==> config.mk <==
export PLATFORM = sky130hd
export DESIGN_NAME = jump_redirect_ctrl
export DESIGN_NICKNAME = d
export VERILOG_FILES = /design/src/rtl/jump_redirect_ctrl.sv
export SDC_FILE = /design/constraint.sdc
export NUM_CORES = 1
export LEC_CHECK = 0
export ABC_AREA = 1
export BUFFER_PORTS_ARGS = -buffer_cell sky130_fd_sc_hd__buf_2
export CORE_MARGIN = 2
export CORE_UTILIZATION = 41
export DETAILED_ROUTE_END_ITERATION = 10
export GPL_TIMING_DRIVEN = 0
export SYNTH_ARGS = -nofsm -noshare
export SYNTH_HDL_FRONTEND = slang
export SYNTH_SLANG_ARGS = --single-unit
==> constraint.sdc <==
create_clock -name clk -period 3.39 [get_ports clk]
set_input_delay 0.339 -clock clk [delete_from_list [all_inputs] [get_ports clk]]
set_output_delay 0.339 -clock clk [all_outputs]
set_load 0.01 [all_outputs]
==> src/rtl/jump_redirect_ctrl.sv <==
// jump_redirect_ctrl: sequences JAL/JALR target and link resolution, link write, flush and fetch redirect
module jump_redirect_ctrl #(
    parameter int XLEN         = 32,
    parameter int FLUSH_CYCLES = 2
) (
    input  logic            clk,
    input  logic            rst_n,
    input  logic            req_valid,
    output logic            req_ready,
    input  logic            req_jal,
    input  logic            req_jalr,
    input  logic [XLEN-1:0] req_pc,
    input  logic [XLEN-1:0] req_imm,
    input  logic [4:0]      req_rd,
    input  logic            rs1_ready,
    input  logic [XLEN-1:0] rs1_data,
    input  logic            kill,
    output logic            rd_we,
    output logic [4:0]      rd_addr,
    output logic [XLEN-1:0] rd_data,
    output logic            flush_o,
    output logic            redir_valid,
    input  logic            redir_ready,
    output logic [XLEN-1:0] redir_pc,
    output logic            misalign_o,
    output logic [XLEN-1:0] misalign_tval,
    output logic            illegal_o
);
    typedef enum logic [1:0] {IDLE, WAIT_RS1, FLUSH, REDIRECT} state_t;
    state_t          state;
    logic [XLEN-1:0] target, link, imm_q;
    logic [4:0]      rd;
    logic [3:0]      cnt;
    logic [XLEN-1:0] jalr_tgt, new_tgt, new_link;
    logic [4:0]      new_rd;
    logic            go_flush;

    // target/link of a jump that resolves this cycle, from the live request in IDLE or the latched one in WAIT_RS1
    always_comb begin
        jalr_tgt = (rs1_data + (state == IDLE ? req_imm : imm_q)) & ~XLEN'(1);
        new_tgt  = (state == IDLE && !req_jalr) ? req_pc + req_imm : jalr_tgt;
        new_link = state == IDLE ? req_pc + XLEN'(4) : link;
        new_rd   = state == IDLE ? req_rd : rd;
        go_flush = (state == IDLE && req_valid && (req_jalr ? rs1_ready : req_jal)) ||
                   (state == WAIT_RS1 && rs1_ready);
    end

    // sequencing FSM with registered handshake, flush, link-write and exception outputs
    always_ff @(posedge clk or negedge rst_n) begin
        if (!rst_n) begin
            state         <= IDLE;
            req_ready     <= 1'b1;
            rd_we         <= 1'b0;
            rd_addr       <= '0;
            rd_data       <= '0;
            flush_o       <= 1'b0;
            redir_valid   <= 1'b0;
            redir_pc      <= '0;
            misalign_o    <= 1'b0;
            misalign_tval <= '0;
            illegal_o     <= 1'b0;
            target        <= '0;
            link          <= '0;
            imm_q         <= '0;
            rd            <= '0;
            cnt           <= '0;
        end else if (kill) begin
            state       <= IDLE;
            req_ready   <= 1'b1;
            rd_we       <= 1'b0;
            flush_o     <= 1'b0;
            redir_valid <= 1'b0;
            misalign_o  <= 1'b0;
            illegal_o   <= 1'b0;
            cnt         <= '0;
        end else begin
            rd_we      <= 1'b0;
            misalign_o <= 1'b0;
            illegal_o  <= 1'b0;
            if (go_flush) begin
                state         <= FLUSH;
                req_ready     <= 1'b0;
                flush_o       <= 1'b1;
                cnt           <= 4'(FLUSH_CYCLES - 1);
                target        <= new_tgt;
                link          <= new_link;
                rd            <= new_rd;
                rd_we         <= (new_rd != 5'd0) && !new_tgt[1];
                rd_addr       <= new_rd;
                rd_data       <= new_link;
                misalign_o    <= new_tgt[1];
                misalign_tval <= new_tgt;
            end else begin
                case (state)
                    IDLE: begin
                        if (req_valid && req_jalr) begin
                            state     <= WAIT_RS1;
                            req_ready <= 1'b0;
                            imm_q     <= req_imm;
                            link      <= req_pc + XLEN'(4);
                            rd        <= req_rd;
                        end else if (req_valid) begin
                            illegal_o <= 1'b1;
                        end
                    end
                    WAIT_RS1: begin
                        state <= WAIT_RS1;
                    end
                    FLUSH: begin
                        if (cnt == 4'd0) begin
                            flush_o     <= 1'b0;
                            state       <= target[1] ? IDLE : REDIRECT;
                            req_ready   <= target[1];
                            redir_valid <= !target[1];
                            redir_pc    <= target;
                        end else begin
                            cnt <= cnt - 4'd1;
                        end
                    end
                    REDIRECT: begin
                        if (redir_ready) begin
                            state       <= IDLE;
                            redir_valid <= 1'b0;
                            req_ready   <= 1'b1;
                        end
                    end
                endcase
            end
        end
    end
endmodule

==> flow_summary.toml, run 1 <==
[logic_synthesis]
cell_count_after_synthesis = 2107
dominantRegCellSynth = "dfrtp_1"
yosys.area.top_type = "dfrtp_1"
synth.top_cells.by_count = "763 x nand2_1, 271 x inv_1, 181 x dfrtp_1, 165 x o21ai_0, 154 x nor2_1"
number_of_enable_flip_flop_cells_after_synthesis = 0
synthesis.area_per_instance_um2 = 6.51
synth_async_sr_flop_share_pct = 100
synth_most_common_cell = "nand2_1"
synth_nets = 2289
synth_largest_type_area_fraction_pct = 33.0
synth_cell_type_count = 46
netlist_top_cells_area = "dfrtp_1 33%, nand2_1 21%, inv_1 7.4%"
yosysWarnings = 0
synth-seq-area-share_pct = 33.2
synth-seq-cells = 182
synthesis.area_mm2 = 0.0137

[detailed_routing]
drt_wl_total_mm = 52.4
met2_wirelength_mm = 25.8
vias_per_cell = 5.24
met1_length_mm = 22.3
detailedRoute.firstPassIterationCount = 6
drtIter0Drc = 1142
highest_layer = "met4"
detail_route.wl_per_cell_um = 18.6
met3RoutedLength_mm = 2.78
detail_route.drc_violations = 0
vias = 14762
antenna_left = 0

[pwr]
total_power_mw = 13.9
p_sw_share_pct = 47.5
leakage_nw = 8.93
seq_power_share_pct = 27.2
power.share.clock_pct = 15.6
share_comb_of_total_power_pct = 57.2
intPower_mw = 7.30
ir_worst_vdd_mv = 0.393
net_switching_component_of_the_power_mw = 6.60
pwr_density_cell_mw_per_mm2 = 848

[critical_path]
path_class = "flip-flop to flip-flop"
worstPathBufferInverterCount = 7
path_max_fanout = 10
cpPeakStageDelay_ns = 0.42
critPathCaptureType = "flip-flop"
worst_setup_path_start_kind = "flip-flop"
cpMaxStageDelayCell = "ha_1"
critical-path-top-cell-by-count = "nand2_1"
timing.critical_path.arrival_ns = 3.65
worst-endpoint-required_ns = 3.72
cp_top_family = "simple AND/OR/NAND/NOR gates"
timing.critical_path.cells = "inv_1 > ha_1 > buf_6 > inv_4 > buf_8 > buf_8 > buf_6 > nand2_1 > o21ai_0 > ha_1 > nand2_2 > nor2_2 > inv_1 > nor2_1 > nand4_1 > nand3_1 > nand2_1 > nand3_1 > nand2_1 > nand2_1 > o21ai_0"

[clock_network]
cts.root.buffer_cell = "clkbuf_16"
clock_tree.htree_level_count = 4
cts.path.max_buffers = 2
cts.reportedPaths.clkPinSlew_ns = 0.06
numCtsBuffers = 17
tritoncts_clock_tree = "built"
cts_sinks = 182
worst_skew_pair.late_latency_ns = 0.46

[finish]
area_growth_pct = 19.5
ratio_of_cells_with_drive_above_1_in_the_final_layout_pct = 16.2
stdcell_count = 2818
fillerInstances = 3460
finish.utilization_pct = 50.1
diodes = 0
final_nets = 2546

[grt]
grt_pass1_vias = 13879
grt.total_usage_pct = 29.7
initial_antenna_violation_count = 0
grt_overflow = 0
grt_pass1_wl_mm = 79.8
largest_net_degree_at_the_start_of_global_routing = 113

[die]
initial_core_util_pct = 41.9
ios = 216
row_count = 66
die-height_um = 187
floorplan.core_area_mm2 = 0.0327
die_boundary_width_um = 187
dieArea_mm2 = 0.0349

[timing]
setup_clock_skew_after_layout_ns = 0.0108
fin_hold_ws_ns = 0.131
report.final.hold_viol_count = 0
max_freq_ghz = 0.301
finalMaxSlewViolations = 0
timing.final.setup_violations = 0
max_slew_margin_pct = 45.6
grt_setup_unrepaired = "true"
worstMarginPinSlew_ns = 0.807
share_of_the_clock_period_used_by_the_worst_path_after_layout_pct = 98.0
final_period_minus_worst_setup_slack_ns = 3.32

[placement]
weighted_congestion_at_the_end_of_routability_driven_global_placement = 0.970
place_inst = 2765
hpwlAfterDp_mm = 42.9
numPortBuffers = 215

[hold_path]
min_path_type = "input port to flip-flop"

[flow_run]
cap_viol_max_count = 0

[outcome]
status = "completed"
[flip-flops by register name, indices dropped and copies added, names as in the netlist]
name and cells:
rd_we 1, cnt 4, misalign_o 1, link 32, redir_pc 32, illegal_o 1, rd 5, redir_valid 1
state 2, target 32, rd_addr 5, rd_data 32, req_ready 1, flush_o 1, imm_q 32
[power groups by stage]
stage	clock network, mW	registers, mW	logic [mW]
finish	2.17	3.78	7.95
global route	2.29	3.90	8.86
CTS	2.21	3.77	7.58
detailed placement	0	3.81	7.38
global placement	0	3.78	7.31
floorplan	0	3.98	4.56
[metal layers]
metal  vias to the layer above  global-route usage (%)
li1                       7266                       -
met1                      6937                    37.9
met2                       486                    51.9
met3                        73                    3.30
met4                         0                    10.9
met5                         -                       0
[kinds of logic after synthesis]
group | synth area share (%)
simple gates | 35.4
buf+inv | 9.49
compound gates | 11.8
flops | 33.2
fa+ha+maj | 6.77
mux | 2.20
xor+xnor | 1.09
[worst paths after layout]
kind	start	to	slack, ns	cells after the start
worst max-delay path	state[0]$_DFFE_PN0P_	target[18]$_DFFE_PN0P_	0.07	21
worst min-delay path	kill	cnt[0]$_DFFE_PN0P_	0.13	2
worst max register to register	state[0]$_DFFE_PN0P_	target[18]$_DFFE_PN0P_	0.07	21
worst min register to register	req_ready$_DFFE_PN1P_	req_ready$_DFFE_PN1P_	0.46	2
max in group asynchronous	rst_n	redir_pc[24]$_DFFE_PN0P_	1.96	3
min in group asynchronous	rst_n	rd_data[31]$_DFFE_PN0P_	0.43	2
[through the flow]
stage / setup WS [ns] / area [um^2] / setup TNS [ns]
6_report: 0.0681 / 16400 / 0
3_5_place_dp: -0.888 / 15400 / -19.43
5_1_grt: -0.0580 / 16400 / -0.300
3_3_place_gp: -1.12 / 15300 / -216.03
2_1_floorplan: 0.468 / 13700 / 0
4_1_cts: 0.0289 / 16100 / 0
[placed cells by master (no fill, tap or decap), types with 4 or more instances in the layout]
cell	Yosys	layout
ha_1	71	65
or2_2	12	12
nand2_2	5	19
clkbuf_16	0	17
dfrtp_1	181	181
nor2_2	3	11
inv_1	271	271
o211ai_1	4	4
nand2_1	763	749
bufinv_16	0	4
nor2_4	3	4
a31oi_1	23	23
o21ai_1	4	6
a21oi_1	84	76
a21o_1	5	5
ha_2	0	6
and2_1	5	5
nand3_1	152	148
nor3_2	0	4
nor3_1	23	19
a21oi_2	0	8
mux2_1	24	24
xnor2_1	5	5
nand3b_1	13	13
xor2_1	12	12
buf_2	27	239
o21ai_0	165	161
clkbuf_1	24	23
nand4_1	25	25
nand3_2	1	5
o21bai_1	9	9
nor2_1	154	145
buf_4	4	25
[area by class of cell]
class / instances / area [um^2] / share of cell area, %
timing repair buffer: 238 / 1280 / 7.82
multi-input combinational: 1591 / 8020 / 49.0
inverter: 275 / 1030 / 6.31
clock buffer: 20 / 447 / 2.73
buffer: 59 / 317 / 1.93
tap: 442 / 553 / 3.37
sequential: 182 / 4560 / 27.8
clock inverter: 11 / 175 / 1.07
[repair_timing]
action	CTS	global route
resized for setup	32	41
setup endpoints to repair	33	21
hold endpoints to repair	70	0
setup buffers	5	16
pin swaps	7	19
hold buffers	1	0
Power figures use the tool's default switching activity.
==> inputs of run 2 (changes only) <==
--- a/config.mk
+++ b/config.mk
@@ -9,8 +9,10 @@
 export BUFFER_PORTS_ARGS = -buffer_cell sky130_fd_sc_hd__buf_2
 export CORE_MARGIN = 2
 export CORE_UTILIZATION = 41
+export CTS_BUF_LIST = sky130_fd_sc_hd__clkbuf_4
 export DETAILED_ROUTE_END_ITERATION = 10
 export GPL_TIMING_DRIVEN = 0
+export SKIP_LAST_GASP = 1
 export SYNTH_ARGS = -nofsm -noshare
 export SYNTH_HDL_FRONTEND = slang
 export SYNTH_SLANG_ARGS = --single-unit
==> run 2 against run 1 <==
Global-route usage rose by 0.084 points. Combinational power rose by 0.8%. Wire length rose by 0.85%. First-iteration DRC count barely moved. Non-clock buffer count rose by 34. Maximum frequency rose by 2.0%. Worst hold slack got worse by 0.084 ns. Final cell count rose by 1.2%. Via count rose by 0.79%. Highest routed layer unchanged.
==> flow_summary.toml, run 2 (synthesis results as in run 1) <==
[outcome]
status = "completed"

[critical_path]
cp_top_family = "simple AND/OR/NAND/NOR gates"
path_class = "flip-flop to flip-flop"
cpMaxStageDelayCell = "ha_1"
worst-endpoint-required_ns = 3.93
worstPathBufferInverterCount = 7
worst_setup_path_start_kind = "flip-flop"
cpPeakStageDelay_ns = 0.41
critPathCaptureType = "flip-flop"
path_max_fanout = 10
timing.critical_path.cells = "inv_1 > ha_1 > buf_6 > inv_4 > buf_8 > buf_8 > buf_6 > nand2_1 > o21ai_0 > ha_1 > nand2_2 > nor2_2 > inv_1 > nor2_2 > nand4_1 > nand3_1 > nand2_1 > nand3_1 > nand2_1 > nand2_1 > o21ai_0"
timing.critical_path.arrival_ns = 3.79
critical-path-top-cell-by-count = "nand2_1"

[grt]
largest_net_degree_at_the_start_of_global_routing = 113
grt.total_usage_pct = 29.8
initial_antenna_violation_count = 1
grt_pass1_vias = 13962
grt_overflow = 0
grt_pass1_wl_mm = 80.2

[timing]
final_period_minus_worst_setup_slack_ns = 3.26
timing.final.setup_violations = 0
finalMaxSlewViolations = 0
report.final.hold_viol_count = 0
worstMarginPinSlew_ns = 0.779
share_of_the_clock_period_used_by_the_worst_path_after_layout_pct = 96.0
max_slew_margin_pct = 47.5
setup_slack_ns = 0.134
max_freq_ghz = 0.307
tns_ns = 0
grt_setup_unrepaired = "true"
setup_clock_skew_after_layout_ns = 0.0232

[clock_network]
cts.root.buffer_cell = "clkbuf_4"
clock_tree.htree_level_count = 4
cts_sinks = 182
numCtsBuffers = 17
tritoncts_clock_tree = "built"
worst_skew_pair.late_latency_ns = 0.67
cts.path.max_buffers = 2
cts.reportedPaths.clkPinSlew_ns = 0.13

[die]
initial_core_util_pct = 41.9
ios = 216
floorplan.core_area_mm2 = 0.0327
dieArea_mm2 = 0.0349
die-height_um = 187
row_count = 66
die_boundary_width_um = 187

[detailed_routing]
vias_per_cell = 5.21
drtIter0Drc = 1143
detail_route.drc_violations = 0
detailedRoute.firstPassIterationCount = 5
antenna_left = 0
drt_wl_total_mm = 52.8
detail_route.wl_per_cell_um = 18.5
vias = 14878

[finish]
area_growth_pct = 19.8
layout_commonest_cell = "nand2_1"
finalInstanceArea_mm2 = 0.0164
layout_common_cells = "748 x nand2_1, 271 x inv_1, 239 x buf_2, 181 x dfrtp_1, 160 x o21ai_0"
final_nets = 2580
fillerInstances = 3485
ratio_of_cells_with_drive_above_1_in_the_final_layout_pct = 16.3
finish.utilization_pct = 50.3
seq_area_mm2 = 0.00456
multi_input_comb_area_mm2 = 0.00804

[pwr]
pwr_density_cell_mw_per_mm2 = 803
ir_worst_vdd_mv = 0.352
leakage_nw = 8.93
total_power_mw = 13.2

[placement]
placed_cell_area_mm2 = 0.0154
dpl_worst_slack_ns = -0.888
weighted_congestion_at_the_end_of_routability_driven_global_placement = 0.970
hpwlAfterDp_mm = 42.9
numPortBuffers = 215

[hold_path]
min_path_type = "input port to flip-flop"

[flow_run]
cap_viol_max_count = 0
run 2: cell types whose count changed in the layout (fill, tap and decap cells not counted), moves of 3 or more:
cell           previous run  this run
dlygate4sd3_1             1        33
nor2_1                  145       142
clkbuf_16                17         0
clkbuf_4                  0        19
run 2: worst paths after layout:
kind,cells past startpoint,to,start,slack [ns]
worst max-delay path,21,target[18]$_DFFE_PN0P_,state[0]$_DFFE_PN0P_,0.13
worst min-delay path,4,rd[1]$_DFFE_PN0P_,req_rd[1],0.05
worst max register to register,21,target[18]$_DFFE_PN0P_,state[0]$_DFFE_PN0P_,0.13
worst min register to register,2,req_ready$_DFFE_PN1P_,req_ready$_DFFE_PN1P_,0.48
max in group asynchronous,3,redir_pc[24]$_DFFE_PN0P_,rst_n,2.19
min in group asynchronous,2,link[17]$_DFFE_PN0P_,rst_n,0.22
run 2: layout make-up:
| cell class | instances | area share, % |
|---|---|---|
| Antenna cell | 1 | 0.0152 |
| Buffer | 59 | 1.93 |
| Clock buffer | 19 | 0.868 |
| Clock inverter | 12 | 1.09 |
| Inverter | 275 | 6.29 |
| Multi-Input combinational cell | 1591 | 48.9 |
| Sequential cell | 182 | 27.7 |
| Tap cell | 442 | 3.36 |
| Timing Repair Buffer | 272 | 9.83 |
run 2: worst min-delay path, cell delays in order:
cell and delay, ns:
buf_2 0.10, nand2_1 0.06, o21a_1 0.10, o21ai_0 0.06
run 2: what timing repair did:
item / CTS / global route
endpoints found under the setup margin: 33 / 24
cloned: 0 / 0
endpoints found under the hold margin: 102 / 0
pin swaps: 5 / 21
buffers inserted: 4 / 19
gates resized for setup: 26 / 57
hold buffers: 33 / 0
run 2: routing by layer:
layer	GRT usage [%]	part of all wire [%]
met3	2.98	4.8
met2	52.5	49
met4	10.3	3.0
met1	38.1	43
met5	0	0
run 2: through the flow:
step           std cells  hold slack [ns]
5_1_grt             2853           0.0321
6_report            2853           0.0464
3_5_place_dp        2765            0.343
4_1_cts             2833          0.00108
3_3_place_gp        2764            0.454
2_1_floorplan       2107           0.0434
run 2: power by group:
part,leakage (nW),switching [mW],internal [mW]
registers,2.23,0.589,3.18
clock network,0.167,0.820,0.599
logic,6.54,5.11,2.90
